`src/rtl/orb_pkg.sv`:
```
// Shared widths, FSM states and the per-row tag for the ORB centroid moment path.
package orb_pkg;

  localparam int DEF_BW_IN  = 14;
  localparam int DEF_BW_ROW = 17;
  localparam int DEF_BW_ACC = 22;
  localparam int DEF_N_ROWS = 37;

  localparam int N_IN   = 18;
  localparam int N_PAIR = 9;

  typedef enum logic {
    ST_IDLE,
    ST_ACCUM
  } state_t;

  // err travels with the row that caused it; a dropped stray row carries err with valid low
  typedef struct packed {
    logic valid;
    logic first;
    logic last;
    logic err;
  } row_tag_t;

  function automatic int cntWidth(input int n);
    return (n > 1) ? $clog2(n) : 1;
  endfunction

endpackage

```
`src/rtl/centroid_row_adder.sv`:
```
// Two-stage adder tree: nine pairwise sums, then the full row sum, with the row tag
// carried alongside so every stage stays aligned with its data.
module centroid_row_adder
  import orb_pkg::*;
#(
  parameter int BW_IN  = DEF_BW_IN,
  parameter int BW_ROW = DEF_BW_ROW
) (
  input  logic                     clk,
  input  logic                     rst,
  input  logic                     ena,
  input  row_tag_t                 i_tag,
  input  logic signed [BW_IN-1:0]  i_row [N_IN],
  output logic signed [BW_ROW-1:0] o_sum,
  output row_tag_t                 o_tag,
  output logic                     o_s1Valid
);

  localparam int BW_PAIR = BW_IN + 1;

  logic signed [BW_PAIR-1:0] r_pair [N_PAIR];
  row_tag_t                  r_tag1;
  row_tag_t                  r_tag2;
  logic signed [BW_ROW-1:0]  r_sum;
  logic signed [BW_ROW-1:0]  w_total;

  always_ff @(posedge clk) begin
    if (!rst) begin
      for (int k = 0; k < N_PAIR; k++) begin
        r_pair[k] <= '0;
      end
      r_tag1 <= '0;
    end else if (ena) begin
      for (int k = 0; k < N_PAIR; k++) begin
        r_pair[k] <= BW_PAIR'(i_row[2*k]) + BW_PAIR'(i_row[2*k+1]);
      end
      r_tag1 <= i_tag;
    end
  end

  always_comb begin
    w_total = '0;
    for (int k = 0; k < N_PAIR; k++) begin
      w_total = w_total + BW_ROW'(r_pair[k]);
    end
  end

  always_ff @(posedge clk) begin
    if (!rst) begin
      r_sum  <= '0;
      r_tag2 <= '0;
    end else if (ena) begin
      r_sum  <= w_total;
      r_tag2 <= r_tag1;
    end
  end

  assign o_sum     = r_sum;
  assign o_tag     = r_tag2;
  assign o_s1Valid = r_tag1.valid;

endmodule

```
`src/rtl/centroid_moment_accumulator.sv`:
```
// Reduces one patch of weighted row differences to a single signed centroid moment.
// The input-side FSM tags each row; the accumulator trusts only the tags.
module centroid_moment_accumulator
  import orb_pkg::*;
#(
  parameter int BW_IN  = DEF_BW_IN,
  parameter int BW_ROW = DEF_BW_ROW,
  parameter int BW_ACC = DEF_BW_ACC,
  parameter int N_ROWS = DEF_N_ROWS
) (
  input  logic                     clk,
  input  logic                     rst,
  input  logic                     ena,
  input  logic                     in_valid,
  input  logic                     in_first,
  input  logic signed [BW_IN-1:0]  in1,
  input  logic signed [BW_IN-1:0]  in2,
  input  logic signed [BW_IN-1:0]  in3,
  input  logic signed [BW_IN-1:0]  in4,
  input  logic signed [BW_IN-1:0]  in5,
  input  logic signed [BW_IN-1:0]  in6,
  input  logic signed [BW_IN-1:0]  in7,
  input  logic signed [BW_IN-1:0]  in8,
  input  logic signed [BW_IN-1:0]  in9,
  input  logic signed [BW_IN-1:0]  in10,
  input  logic signed [BW_IN-1:0]  in11,
  input  logic signed [BW_IN-1:0]  in12,
  input  logic signed [BW_IN-1:0]  in13,
  input  logic signed [BW_IN-1:0]  in14,
  input  logic signed [BW_IN-1:0]  in15,
  input  logic signed [BW_IN-1:0]  in16,
  input  logic signed [BW_IN-1:0]  in17,
  input  logic signed [BW_IN-1:0]  in18,
  output logic signed [BW_ACC-1:0] out_moment,
  output logic                     out_valid,
  output logic                     out_err,
  output logic                     busy
);

  localparam int              CNT_W    = cntWidth(N_ROWS);
  localparam logic [CNT_W-1:0] LAST_ROW = CNT_W'(N_ROWS - 1);
  localparam bit              ONE_ROW  = (N_ROWS == 1);

  logic signed [BW_IN-1:0]  w_row [N_IN];
  state_t                   r_state;
  state_t                   w_stateNext;
  logic [CNT_W-1:0]         r_rowCnt;
  logic [CNT_W-1:0]         w_rowCntNext;
  row_tag_t                 w_tagIn;
  row_tag_t                 w_rowTag;
  logic signed [BW_ROW-1:0] w_rowSum;
  logic                     w_s1Valid;
  logic signed [BW_ACC-1:0] w_rowExt;
  logic signed [BW_ACC-1:0] w_accNext;
  logic signed [BW_ACC-1:0] r_acc;
  logic signed [BW_ACC-1:0] r_moment;
  logic                     r_s3Valid;
  logic                     r_outValid;
  logic                     r_outErr;

  assign w_row[0]  = in1;
  assign w_row[1]  = in2;
  assign w_row[2]  = in3;
  assign w_row[3]  = in4;
  assign w_row[4]  = in5;
  assign w_row[5]  = in6;
  assign w_row[6]  = in7;
  assign w_row[7]  = in8;
  assign w_row[8]  = in9;
  assign w_row[9]  = in10;
  assign w_row[10] = in11;
  assign w_row[11] = in12;
  assign w_row[12] = in13;
  assign w_row[13] = in14;
  assign w_row[14] = in15;
  assign w_row[15] = in16;
  assign w_row[16] = in17;
  assign w_row[17] = in18;

  always_ff @(posedge clk) begin
    if (!rst) begin
      r_state  <= ST_IDLE;
      r_rowCnt <= '0;
    end else if (ena) begin
      r_state  <= w_stateNext;
      r_rowCnt <= w_rowCntNext;
    end
  end

  // A first row always opens a fresh patch; if one was already open it is flagged as aborted
  always_comb begin
    w_stateNext  = r_state;
    w_rowCntNext = r_rowCnt;
    w_tagIn      = '0;
    if (in_valid) begin
      if (in_first) begin
        w_tagIn.valid = 1'b1;
        w_tagIn.first = 1'b1;
        w_tagIn.last  = ONE_ROW;
        w_tagIn.err   = (r_state == ST_ACCUM);
        if (ONE_ROW) begin
          w_stateNext  = ST_IDLE;
          w_rowCntNext = '0;
        end else begin
          w_stateNext  = ST_ACCUM;
          w_rowCntNext = CNT_W'(1);
        end
      end else if (r_state == ST_ACCUM) begin
        w_tagIn.valid = 1'b1;
        if (r_rowCnt == LAST_ROW) begin
          w_tagIn.last = 1'b1;
          w_stateNext  = ST_IDLE;
          w_rowCntNext = '0;
        end else begin
          w_rowCntNext = r_rowCnt + CNT_W'(1);
        end
      end else begin
        w_tagIn.err = 1'b1;
      end
    end
  end

  centroid_row_adder #(
    .BW_IN  (BW_IN),
    .BW_ROW (BW_ROW)
  ) u_rowAdder (
    .clk       (clk),
    .rst       (rst),
    .ena       (ena),
    .i_tag     (w_tagIn),
    .i_row     (w_row),
    .o_sum     (w_rowSum),
    .o_tag     (w_rowTag),
    .o_s1Valid (w_s1Valid)
  );

  always_comb begin
    w_rowExt  = BW_ACC'(w_rowSum);
    w_accNext = w_rowTag.first ? w_rowExt : r_acc + w_rowExt;
  end

  // out_moment is a separate register so it holds while the next patch accumulates
  always_ff @(posedge clk) begin
    if (!rst) begin
      r_acc      <= '0;
      r_moment   <= '0;
      r_s3Valid  <= 1'b0;
      r_outValid <= 1'b0;
      r_outErr   <= 1'b0;
    end else if (ena) begin
      r_s3Valid  <= w_rowTag.valid;
      r_outValid <= w_rowTag.valid & w_rowTag.last;
      r_outErr   <= w_rowTag.err;
      if (w_rowTag.valid) begin
        r_acc <= w_accNext;
        if (w_rowTag.last) begin
          r_moment <= w_accNext;
        end
      end
    end
  end

  assign out_moment = r_moment;
  assign out_valid  = r_outValid;
  assign out_err    = r_outErr;
  assign busy       = (r_state == ST_ACCUM) | w_s1Valid | w_rowTag.valid | r_s3Valid;

endmodule
```
`config.mk`:
```
export PLATFORM = sky130hd
export DESIGN_NAME = centroid_moment_accumulator
export DESIGN_NICKNAME = d
export VERILOG_FILES = /design/src/rtl/orb_pkg.sv /design/src/rtl/centroid_row_adder.sv /design/src/rtl/centroid_moment_accumulator.sv
export SDC_FILE = /design/constraint.sdc
export NUM_CORES = 1
export LEC_CHECK = 0
export ABC_CLOCK_PERIOD_IN_PS = 6200
export CAP_MARGIN = 20
export CELL_PAD_IN_SITES_DETAIL_PLACEMENT = 0
export CELL_PAD_IN_SITES_GLOBAL_PLACEMENT = 1
export CORE_MARGIN = 2
export CORE_UTILIZATION = 40
export DETAILED_ROUTE_END_ITERATION = 8
export PLACE_DENSITY_LB_ADDON = 0.1
export SLEW_MARGIN = 10
export SYNTH_ARGS = -nofsm -noshare
export SYNTH_HDL_FRONTEND = slang
export SYNTH_HIERARCHICAL = 1
export SYNTH_SLANG_ARGS = --single-unit
export TNS_END_PERCENT = 1
```
`constraint.sdc`:
```
create_clock -name clk -period 6.2 [get_ports clk]
set_input_delay 0.93 -clock clk [delete_from_list [all_inputs] [get_ports clk]]
set_output_delay 0.93 -clock clk [all_outputs]
set_load 0.02 [all_outputs]
```
# == After elaboration in Yosys (flattened, before gate mapping) ==
# Memory sizes are Yosys's and may differ from the RTL's.
# Index checks and enable logic that the tools add are counted.
# totals
register_bits,79
latch_bits,0
mem_bits_rw,135
mem_bits_ro,0
out_inout_bits,25
mem_count,1
# mem_list
name,depth,width,read_ports,rd_clocked_by_memory_dff,wr,line,rtl
u_rowAdder.r_pair,9,15,9,0,9,centroid_row_adder.sv:21,logic signed [BW_PAIR-1:0] r_pair [N_PAIR];
# classes
addsub,19
mul,0
div_mod_pow,0
order_cmp,0
eq_ne,1
shifts,0
muxes,28
n_bitwise,13
reduce_logical,5
# op_table
op,n
14-bit by 14-bit adder with 15-bit output,9
15-bit two-way mux,9
17-bit by 15-bit adder with 17-bit output,6
22-bit by 17-bit adder with 22-bit output,1
22-bit two-way mux,1
6-bit two-way mux,3
16-bit by 15-bit adder with 17-bit output,1
15-bit by 15-bit adder with 16-bit output,1
1-bit two-way mux,13
1-bit OR,12
6-bit by 1-bit adder with 6-bit output (second input constant),1
6-bit equality test (second input constant),1
3-bit AND reduction,2
4-bit two-way mux,1
2-bit AND reduction,2
2-bit two-way mux,1
2-bit nonzero test,1
1-bit bitwise AND,1

# == Logic depth before layout (Yosys ltp) ==
# Gate-level depths: netlist of run 1.
# depth
ltp_word,8
ltp_mapped,17
depth_no_buf,17

# == Modules after synthesis ==
# Netlist of run 1, hierarchy kept.
# modules_own_cells
mod,n_inst,cells_each,area_per_inst_um2,seq_area_each_um2
centroid_row_adder,1,1488,14611.5,4554.4
centroid_moment_accumulator,1,425,3443.3,1081.0

# == Worst setup path after synthesis of run 1 ==
# No wires, ideal clock.
# synth_path
kind,input to register
startpoint,input ena
endpoint,memory u_rowAdder/r_pair[0][0] (netlist bit) (enable)
setup_ns,0.487
arrival_time_ns,3.905
t_required_ns,5.713
path_slack_ns,1.807
stages,3
path_buffers,1
cell_sequence,clkbuf_1 > nor2b_1 > inv_1
# synth_lines
element,line,rtl
from (decl),centroid_moment_accumulator.sv:13,"input logic ena,"
to (decl),centroid_row_adder.sv:21,

==> flow_summary.json, run 1 <==
{
  "leakage_nw": 9.32,
  "finish_stage_setup_viols": 0,
  "insertedDiodeCount": 0,
  "final_period_minus_worst_setup_slack_ns": 4.64,
  "io-pin-count": 282,
  "chipWidth_um": 216,
  "via_count": 14507,
  "placedCellCount": 2738,
  "worstPathMaxFanout": 4,
  "clock_insertion_delay_worst_skew_ns": 0.53,
  "type_of_the_worst_min_delay_path": "reg -> reg",
  "worstSetupEndpointType": "flop",
  "grt.overflow.total": 0,
  "synth-seq-cells": 214,
  "synth_top_cell_by_area": "sky130_fd_sc_hd__edfxtp_1",
  "dpl.hpwl_um": 40200,
  "drive_above_1_share_pct": 4.24,
  "async_flop_share_pct": 0,
  "dpl_cell_area_um2": 21500,
  "ys_top_cells_by_count": "sky130_fd_sc_hd__inv_1 (207), sky130_fd_sc_hd__nor2_1 (181), sky130_fd_sc_hd__ha_1 (167), sky130_fd_sc_hd__edfxtp_1 (135), sky130_fd_sc_hd__a21oi_1 (133)",
  "fin_worst_hold_slack_ns": 0.461,
  "worst_r2r_endpoint": "u_rowAdder/o_sum[16]",
  "holdCritStartpoint": "r_acc[13]",
  "reg2reg_from": "u_rowAdder/r_pair[0][17]",
  "finalCritPeriodShare_pct": 74.8,
  "pwr-share-comb_pct": 60.0,
  "tritoncts_clock_tree": "done",
  "drt_first_pass_iters": 5,
  "grt_pass1_vias": 14584,
  "routed_wl_um": 49100,
  "yosys.area_share.xor_xnor_pct": 4.75,
  "synthSimpleGateAreaFrac_pct": 14.1,
  "drc_violations_left": 0,
  "synth-compound-area-share_pct": 18.0,
  "grt_antenna_before_repair": 2,
  "cts.htree.levels": 1,
  "die_h_um": 216,
  "synth_enable_flop_cells": 135,
  "status": "complete, no violations",
  "final_core_util_pct": 50.4,
  "grtUsageTotal_pct": 20.8,
  "power.density_nw_per_um2": 377,
  "core_area_um2": 44400,
  "cp.required_ns": 6.60,
  "post_cts.resized_instances": 0,
  "cts_setup_buffers": 0,
  "gpl.final_weighted_congestion": 0.880,
  "postSynthCellCount": 1913,
  "critPathLaunch": "u_rowAdder/r_pair[0][17]",
  "routed_wire_length_per_instance_um": 17.6,
  "hold_path_end": "r_acc[13]",
  "hold_buffers": 0,
  "tritoncts_num_sinks": 214,
  "seq_area_frac_synth_pct": 31.2,
  "reg2reg_slack_ns": 1.56,
  "layout.cell_area.non_filler_um2": 22400,
  "synthToLayoutAreaGrowth_pct": 23.9,
  "die_area_um2": 46900,
  "clockRootBuffer": "sky130_fd_sc_hd__clkbuf_16",
  "worst_clock_skew_ns": 0.0156,
  "startpoint_type": "flop",
  "timing.max_slew.rel_slack_pct": 46.3,
  "fill_cells": 4158,
  "grt_max_degree": 82,
  "synth-adder-area-share_pct": 24.3,
  "instances_no_fill": 2785,
  "synth_top_family_by_area": "adder cells",
  "grt_setup_unrepaired": "false",
  "post_drt_via_cell_ratio": 5.21,
  "port_buffers": 281,
  "yosys-mux-area-fraction_pct": 1.89,
  "maxSlewViolCount": 0,
  "yosys_warnings": 6,
  "sequentialPowerShare_pct": 21.0,
  "power.share.clock_pct": 18.9,
  "floorplan.initialDensity_pct": 40.7,
  "cap_violations": 0,
  "detail_route.iter0.violations": 727,
  "final_nets": 2713,
  "cts.path.max_buffers": 3,
  "synth.lib_cells_used.distinct": 85,
  "synthesis.nets": 2452,
  "syn-cell-area_um2": 18100,
  "placement_rows": 77,
  "worst-endpoint-arrival_ns": 5.04,
  "cts_clock_pin_slew_for_the_worst_setup_and_hold_paths_ns": 0.06,
  "average_cell_area_after_synthesis_um2": 9.44,
  "grt_pass1_wl_um": 77300,
  "sw_frac_of_total_pct": 42.1,
  "hold_path_stages": 2,
  "yosys.area.top_type_share_pct": 22.5,
  "numCtsBuffers": 26,
  "fmax_ghz": 0.216,
  "worst_pin_slew_ns": 0.796,
  "r2r_cells": 15,
  "synth.area.top_cells": "sky130_fd_sc_hd__edfxtp_1 (22%), sky130_fd_sc_hd__fa_1 (13%), sky130_fd_sc_hd__ha_1 (12%)",
  "p_sw_mw": 3.55,
  "synth.most_common_cell": "sky130_fd_sc_hd__inv_1",
  "synth_ff_type": "sky130_fd_sc_hd__edfxtp_1",
  "crit_path_category": "reg -> reg",
  "ant_nets": 0,
  "ir_drop_worst_case_vdd_v": 0.000468,
  "final-hold-violation-count": 0,
  "internal_power_mw": 4.89,
  "total_neg_setup_slack_ns": 0
}
## state kept, by name (all words and copies together), names as in the netlist
| signal | flops |
|---|---|
| r_s3Valid | 1 |
| u_rowAdder/o_tag | 4 |
| u_rowAdder/r_tag1 | 3 |
| out_moment | 22 |
| r_acc | 22 |
| u_rowAdder/o_sum | 17 |
| r_state | 1 |
| u_rowAdder/r_pair | 135 |
| out_valid | 1 |
| out_err | 1 |
| r_rowCnt | 6 |
| u_rowAdder/o_s1Valid | 1 |
## through the flow
| step | worst slack, ns | power [mW] |
|---|---|---|
| finish | 1.56 | 8.44 |
| floorplan | 1.81 | 5.58 |
| global placement | 1.59 | 6.77 |
| detailed placement | 1.51 | 6.85 |
| global route | 1.25 | 9.25 |
| CTS | 1.52 | 8.50 |
## area by class of cell
class	count	area, µm²	share of cell area, %
clock inverters	18	229	1.02
multi-input cells	1433	11400	51.0
inverters	207	779	3.48
repair buffers	292	2900	13.0
well taps	592	741	3.31
clock buffers	29	683	3.05
flip-flops and latches	214	5640	25.2
## worst max-delay path: stages, from the launching register on
cell,delay [ns]
sky130_fd_sc_hd__edfxtp_1,0.40
sky130_fd_sc_hd__fa_1,0.57
sky130_fd_sc_hd__fa_1,0.45
sky130_fd_sc_hd__fa_1,0.54
sky130_fd_sc_hd__inv_1,0.05
sky130_fd_sc_hd__fa_1,0.43
sky130_fd_sc_hd__inv_1,0.07
sky130_fd_sc_hd__ha_1,0.20
sky130_fd_sc_hd__inv_1,0.08
sky130_fd_sc_hd__fa_1,0.45
sky130_fd_sc_hd__nand2b_1,0.16
sky130_fd_sc_hd__a21oi_1,0.31
sky130_fd_sc_hd__a21oi_1,0.21
sky130_fd_sc_hd__o311ai_1,0.37
sky130_fd_sc_hd__xnor2_1,0.15
sky130_fd_sc_hd__o21ai_0,0.08
## layout by cell type (no fill, tap or decap), types with 5 or more instances in the layout
cell,count
sky130_fd_sc_hd__a21o_1,31
sky130_fd_sc_hd__o21a_1,25
sky130_fd_sc_hd__a211o_1,9
sky130_fd_sc_hd__fa_1,115
sky130_fd_sc_hd__bufinv_16,5
sky130_fd_sc_hd__edfxtp_1,135
sky130_fd_sc_hd__nand3_1,32
sky130_fd_sc_hd__nand2_1,90
sky130_fd_sc_hd__a41oi_1,5
sky130_fd_sc_hd__xor2_1,43
sky130_fd_sc_hd__mux2i_1,33
sky130_fd_sc_hd__o21bai_1,14
sky130_fd_sc_hd__o211ai_1,14
sky130_fd_sc_hd__inv_1,206
sky130_fd_sc_hd__ha_1,167
sky130_fd_sc_hd__o21ai_0,106
sky130_fd_sc_hd__clkbuf_16,27
sky130_fd_sc_hd__a21oi_2,7
sky130_fd_sc_hd__o22ai_1,6
sky130_fd_sc_hd__a21boi_0,8
sky130_fd_sc_hd__nand4_1,16
sky130_fd_sc_hd__clkinv_2,5
sky130_fd_sc_hd__xnor2_1,55
sky130_fd_sc_hd__buf_4,10
sky130_fd_sc_hd__and2_1,10
sky130_fd_sc_hd__a31oi_1,23
sky130_fd_sc_hd__o31ai_1,12
sky130_fd_sc_hd__a211oi_1,41
sky130_fd_sc_hd__nor3_1,54
sky130_fd_sc_hd__o21ai_1,7
sky130_fd_sc_hd__clkdlybuf4s50_1,280
sky130_fd_sc_hd__nor2b_1,54
sky130_fd_sc_hd__and3_1,19
sky130_fd_sc_hd__a21oi_1,133
sky130_fd_sc_hd__nand2b_1,27
sky130_fd_sc_hd__o31a_1,7
sky130_fd_sc_hd__nor2_1,181
sky130_fd_sc_hd__nor3b_1,6
sky130_fd_sc_hd__dfxtp_1,79
## how the worst max path moves through the flow
stage	endpoint	slack, ns	cells after the start
after floorplan	u_rowAdder/r_pair[0][0]	1.81	3
after global placement	u_rowAdder/o_sum[16]	1.59	15
after detailed placement	u_rowAdder/o_sum[16]	1.51	15
after CTS	u_rowAdder/o_sum[16]	1.52	15
after global routing	u_rowAdder/o_sum[16]	1.25	15
final	u_rowAdder/o_sum[16]	1.56	15
## routing by layer
metal  GRT usage (%)  up-vias  part of all wire [%]
met4            5.23        0                   2.3
met1            27.1     6863                    45
li1                -     7286                     -
met3            2.68       62                   4.0
met2            36.6      296                    49
met5               0        -                     0
## cell families after synthesis
kind of cell | count (synthesis)
muxes | 34
and+or+nand+nor | 522
xor gates and xnor gates | 98
AOI/OAI and AO/OA | 497
DFF | 214
adders and majority gates | 282
buffers and inverters | 266
## power groups by stage
stage	sequential (mW)	combinational, mW	clock (mW)
after floorplan	1.78	3.81	0
after global placement	1.80	4.96	0
after detailed placement	1.81	5.04	0
after CTS	1.78	5.07	1.65
after global routing	1.79	5.74	1.71
final	1.78	5.06	1.60
No activity file was read; power rests on OpenSTA's default activity.
==> run 2: changes to the inputs <==
--- a/config.mk
+++ b/config.mk
@@ -5,12 +5,12 @@
 export SDC_FILE = /design/constraint.sdc
 export NUM_CORES = 1
 export LEC_CHECK = 0
-export ABC_CLOCK_PERIOD_IN_PS = 6200
+export ABC_CLOCK_PERIOD_IN_PS = 3950
 export CAP_MARGIN = 20
 export CELL_PAD_IN_SITES_DETAIL_PLACEMENT = 0
 export CELL_PAD_IN_SITES_GLOBAL_PLACEMENT = 1
 export CORE_MARGIN = 2
-export CORE_UTILIZATION = 40
+export CORE_UTILIZATION = 39
 export DETAILED_ROUTE_END_ITERATION = 8
 export PLACE_DENSITY_LB_ADDON = 0.1
 export SLEW_MARGIN = 10
==> constraint.sdc (replaced) <==
create_clock -name clk -period 3.95 [get_ports clk]
set_input_delay 0.5925 -clock clk [delete_from_list [all_inputs] [get_ports clk]]
set_output_delay 0.5925 -clock clk [all_outputs]
set_load 0.02 [all_outputs]
==> flow_summary.json, run 2 (synthesis gave the netlist of run 1 again) <==
{
  "status": "finished with violations",
  "failed_checks": "setup timing",
  "core_area_um2": 45600,
  "timing.max_slew.rel_slack_pct": 51.3,
  "clockRootBuffer": "sky130_fd_sc_hd__clkbuf_16",
  "layout.cells.most_common_list": "sky130_fd_sc_hd__clkdlybuf4s50_1 (280), sky130_fd_sc_hd__inv_1 (205), sky130_fd_sc_hd__nor2_1 (180), sky130_fd_sc_hd__ha_1 (165), sky130_fd_sc_hd__edfxtp_1 (135)",
  "worstSetupEndpointType": "flop",
  "routed_wl_um": 50800,
  "r2r_cells": 15,
  "routed_wire_length_per_instance_um": 18.0,
  "grtUsageTotal_pct": 21.1,
  "finish_stage_setup_viols": 6,
  "startpoint_type": "flop",
  "cts_clock_pin_slew_for_the_worst_setup_and_hold_paths_ns": 0.06,
  "fill_cells": 4285,
  "synthToLayoutAreaGrowth_pct": 25.9,
  "hold_path_end": "r_acc[13]",
  "die_h_um": 219,
  "footprint_of_the_multi_input_gates_um2": 11500,
  "via_count": 14756,
  "critical-path-slowest-cell": "sky130_fd_sc_hd__fa_1",
  "reg2reg_slack_ns": -0.14,
  "final_nets": 2744,
  "cts.htree.levels": 1,
  "instances_no_fill": 2826,
  "p_sw_mw": 6.19,
  "sequentialPowerShare_pct": 18.5,
  "detail_route.iter0.violations": 760,
  "cap_violations": 0,
  "grt_pass1_wl_um": 78900,
  "grt_antenna_before_repair": 1,
  "hold_path_stages": 2,
  "worst_pin_slew_ns": 0.721,
  "numCtsBuffers": 26,
  "tritoncts_num_sinks": 214,
  "clock_insertion_delay_worst_skew_ns": 0.54,
  "drc_violations_left": 0,
  "internal_power_mw": 8.86,
  "grt_pass1_vias": 14770,
  "final_core_util_pct": 49.9,
  "dr.max_layer_used": "met4",
  "dp_slack_ns": -0.267,
  "ant_nets": 0,
  "regArea_um2": 5640,
  "floorplan.initialDensity_pct": 39.6,
  "post-route-worst-setup-slack_ns": -0.143,
  "route.met3.wl_um": 1930,
  "fmax_ghz": 0.244,
  "die_area_um2": 48000,
  "cts.path.max_buffers": 3,
  "leakage_nw": 9.50,
  "critical_path.max_stage_delay_ns": 0.58,
  "pwr-share-comb_pct": 65.0,
  "holdCritStartpoint": "r_acc[13]",
  "power.density_nw_per_um2": 662,
  "final_period_minus_worst_setup_slack_ns": 4.09,
  "reg2reg_from": "u_rowAdder/r_pair[0][47]",
  "drive_above_1_share_pct": 6.29,
  "critical_path_cell_by_cell": "fa_1, fa_1, fa_1, inv_1, fa_1, inv_1, ha_2, inv_2, fa_2, nand2b_4, a21oi_4, a21oi_4, o311ai_2, xnor2_1, o21ai_1",
  "io-pin-count": 282,
  "post_drt_via_cell_ratio": 5.22,
  "worst_r2r_endpoint": "u_rowAdder/o_sum[16]",
  "tritoncts_clock_tree": "done",
  "layout.cell_area.non_filler_um2": 22700,
  "worst-endpoint-arrival_ns": 4.51,
  "met2RoutedLength_um": 24800,
  "largest-register": "u_rowAdder/r_pair",
  "type_of_the_worst_min_delay_path": "reg -> reg",
  "dpl_cell_area_um2": 21800,
  "mostFrequentLayoutCell": "sky130_fd_sc_hd__clkdlybuf4s50_1",
  "final-hold-violation-count": 0,
  "placedCellCount": 2776,
  "critical_path_buf_inv_count": 3,
  "port_buffers": 281,
  "grt.overflow.total": 0,
  "worstPathMaxFanout": 4,
  "power.share.clock_pct": 16.5,
  "library_cell_appearing_most_often_on_the_critical_path": "sky130_fd_sc_hd__fa_1",
  "cp.required_ns": 4.37,
  "crit_path_category": "reg -> reg",
  "grt_max_degree": 53,
  "finalCritPeriodShare_pct": 104,
  "worst_clock_skew_ns": 0.0102,
  "maxSlewViolCount": 0,
  "largest_register_ff_count": 135,
  "path_delay_family": "adder cells",
  "gpl.final_weighted_congestion": 0.891,
  "dpl.hpwl_um": 41700,
  "detail_route.wirelength.met1_um": 23100,
  "grt_setup_unrepaired": "true",
  "fin_worst_hold_slack_ns": 0.459,
  "drt_first_pass_iters": 5,
  "sw_frac_of_total_pct": 41.1,
  "ir_drop_worst_case_vdd_v": 0.000620,
  "chipWidth_um": 219,
  "placement_rows": 78
}
-- run 2: changes by cell type in the layout (fill, tap and decap cells not counted), moves of 3 or more --
cell                       before  now
sky130_fd_sc_hd__a21oi_1      133  126
sky130_fd_sc_hd__a21oi_2        7   12
sky130_fd_sc_hd__buf_12         1    4
sky130_fd_sc_hd__buf_4         10   38
sky130_fd_sc_hd__clkbuf_4       0    3
sky130_fd_sc_hd__o21ai_0      106  100
sky130_fd_sc_hd__o21ai_1        7   13
-- run 2: area by class of cell --
class	instances	share of cell area (%)
multi-input cells	1433	50.6
flip-flops and latches	214	24.8
repair buffers	323	14.0
inverters	207	3.43
well taps	600	3.30
clock buffers	35	3.20
clock inverters	13	0.726
diodes	1	0.0110
-- run 2: timing repair --
action	in CTS	in global routing
hold buffers	0	0
resized for setup	10	11
buffers inserted	1	0
cloned	0	0
pin swaps	7	1
endpoints found under the setup margin	8	10
-- run 2: worst register-to-register path, delay by kind of cell, from the launching register on --
| kind | cells | cell delay (ns) |
|---|---|---|
| fa+ha+maj | 6 | 2.51 |
| xor+xnor | 1 | 0.17 |
| flops | 1 | 0.39 |
| compound gates | 4 | 0.61 |
| simple gates | 1 | 0.16 |
| buf+inv | 3 | 0.16 |
-- run 2: worst max path at each step --
stage                             start                    to  slack [ns]  depth (start not counted)
2_1_floorplan  u_rowAdder/r_pair[0][47]  u_rowAdder/o_sum[16]       -0.05                         15
3_3_place_gp   u_rowAdder/r_pair[0][47]  u_rowAdder/o_sum[16]       -0.21                         15
3_5_place_dp   u_rowAdder/r_pair[0][47]  u_rowAdder/o_sum[16]       -0.27                         15
4_1_cts        u_rowAdder/r_pair[0][47]  u_rowAdder/o_sum[16]       -0.16                         15
5_1_grt        u_rowAdder/r_pair[0][47]   u_rowAdder/o_sum[8]       -0.32                         15
6_report       u_rowAdder/r_pair[0][47]  u_rowAdder/o_sum[16]       -0.14                         15
-- run 2: routing by layer --
metal / up-vias / track usage (%)
met5: - / 0
met4: 0 / 5.00
met3: 48 / 2.05
met2: 312 / 37.1
met1: 7050 / 28.1
li1: 7346 / -
-- run 2: power by group through the flow --
stage	combinational, mW	clock (mW)	sequential (mW)
after floorplan	6.14	0	2.79
after global placement	9.10	0	2.83
after detailed placement	9.13	0	2.83
after CTS	9.50	2.55	2.79
after global routing	11.0	2.65	2.82
final	9.79	2.48	2.79
-- run 2: metrics by stage --
| step | power (mW) | setup TNS (ns) |
|---|---|---|
| floorplan | 8.93 | -0.0470 |
| global placement | 11.9 | -0.882 |
| detailed placement | 12.0 | -1.28 |
| CTS | 14.8 | -0.749 |
| global route | 16.4 | -2.15 |
| finish | 15.1 | -0.430 |
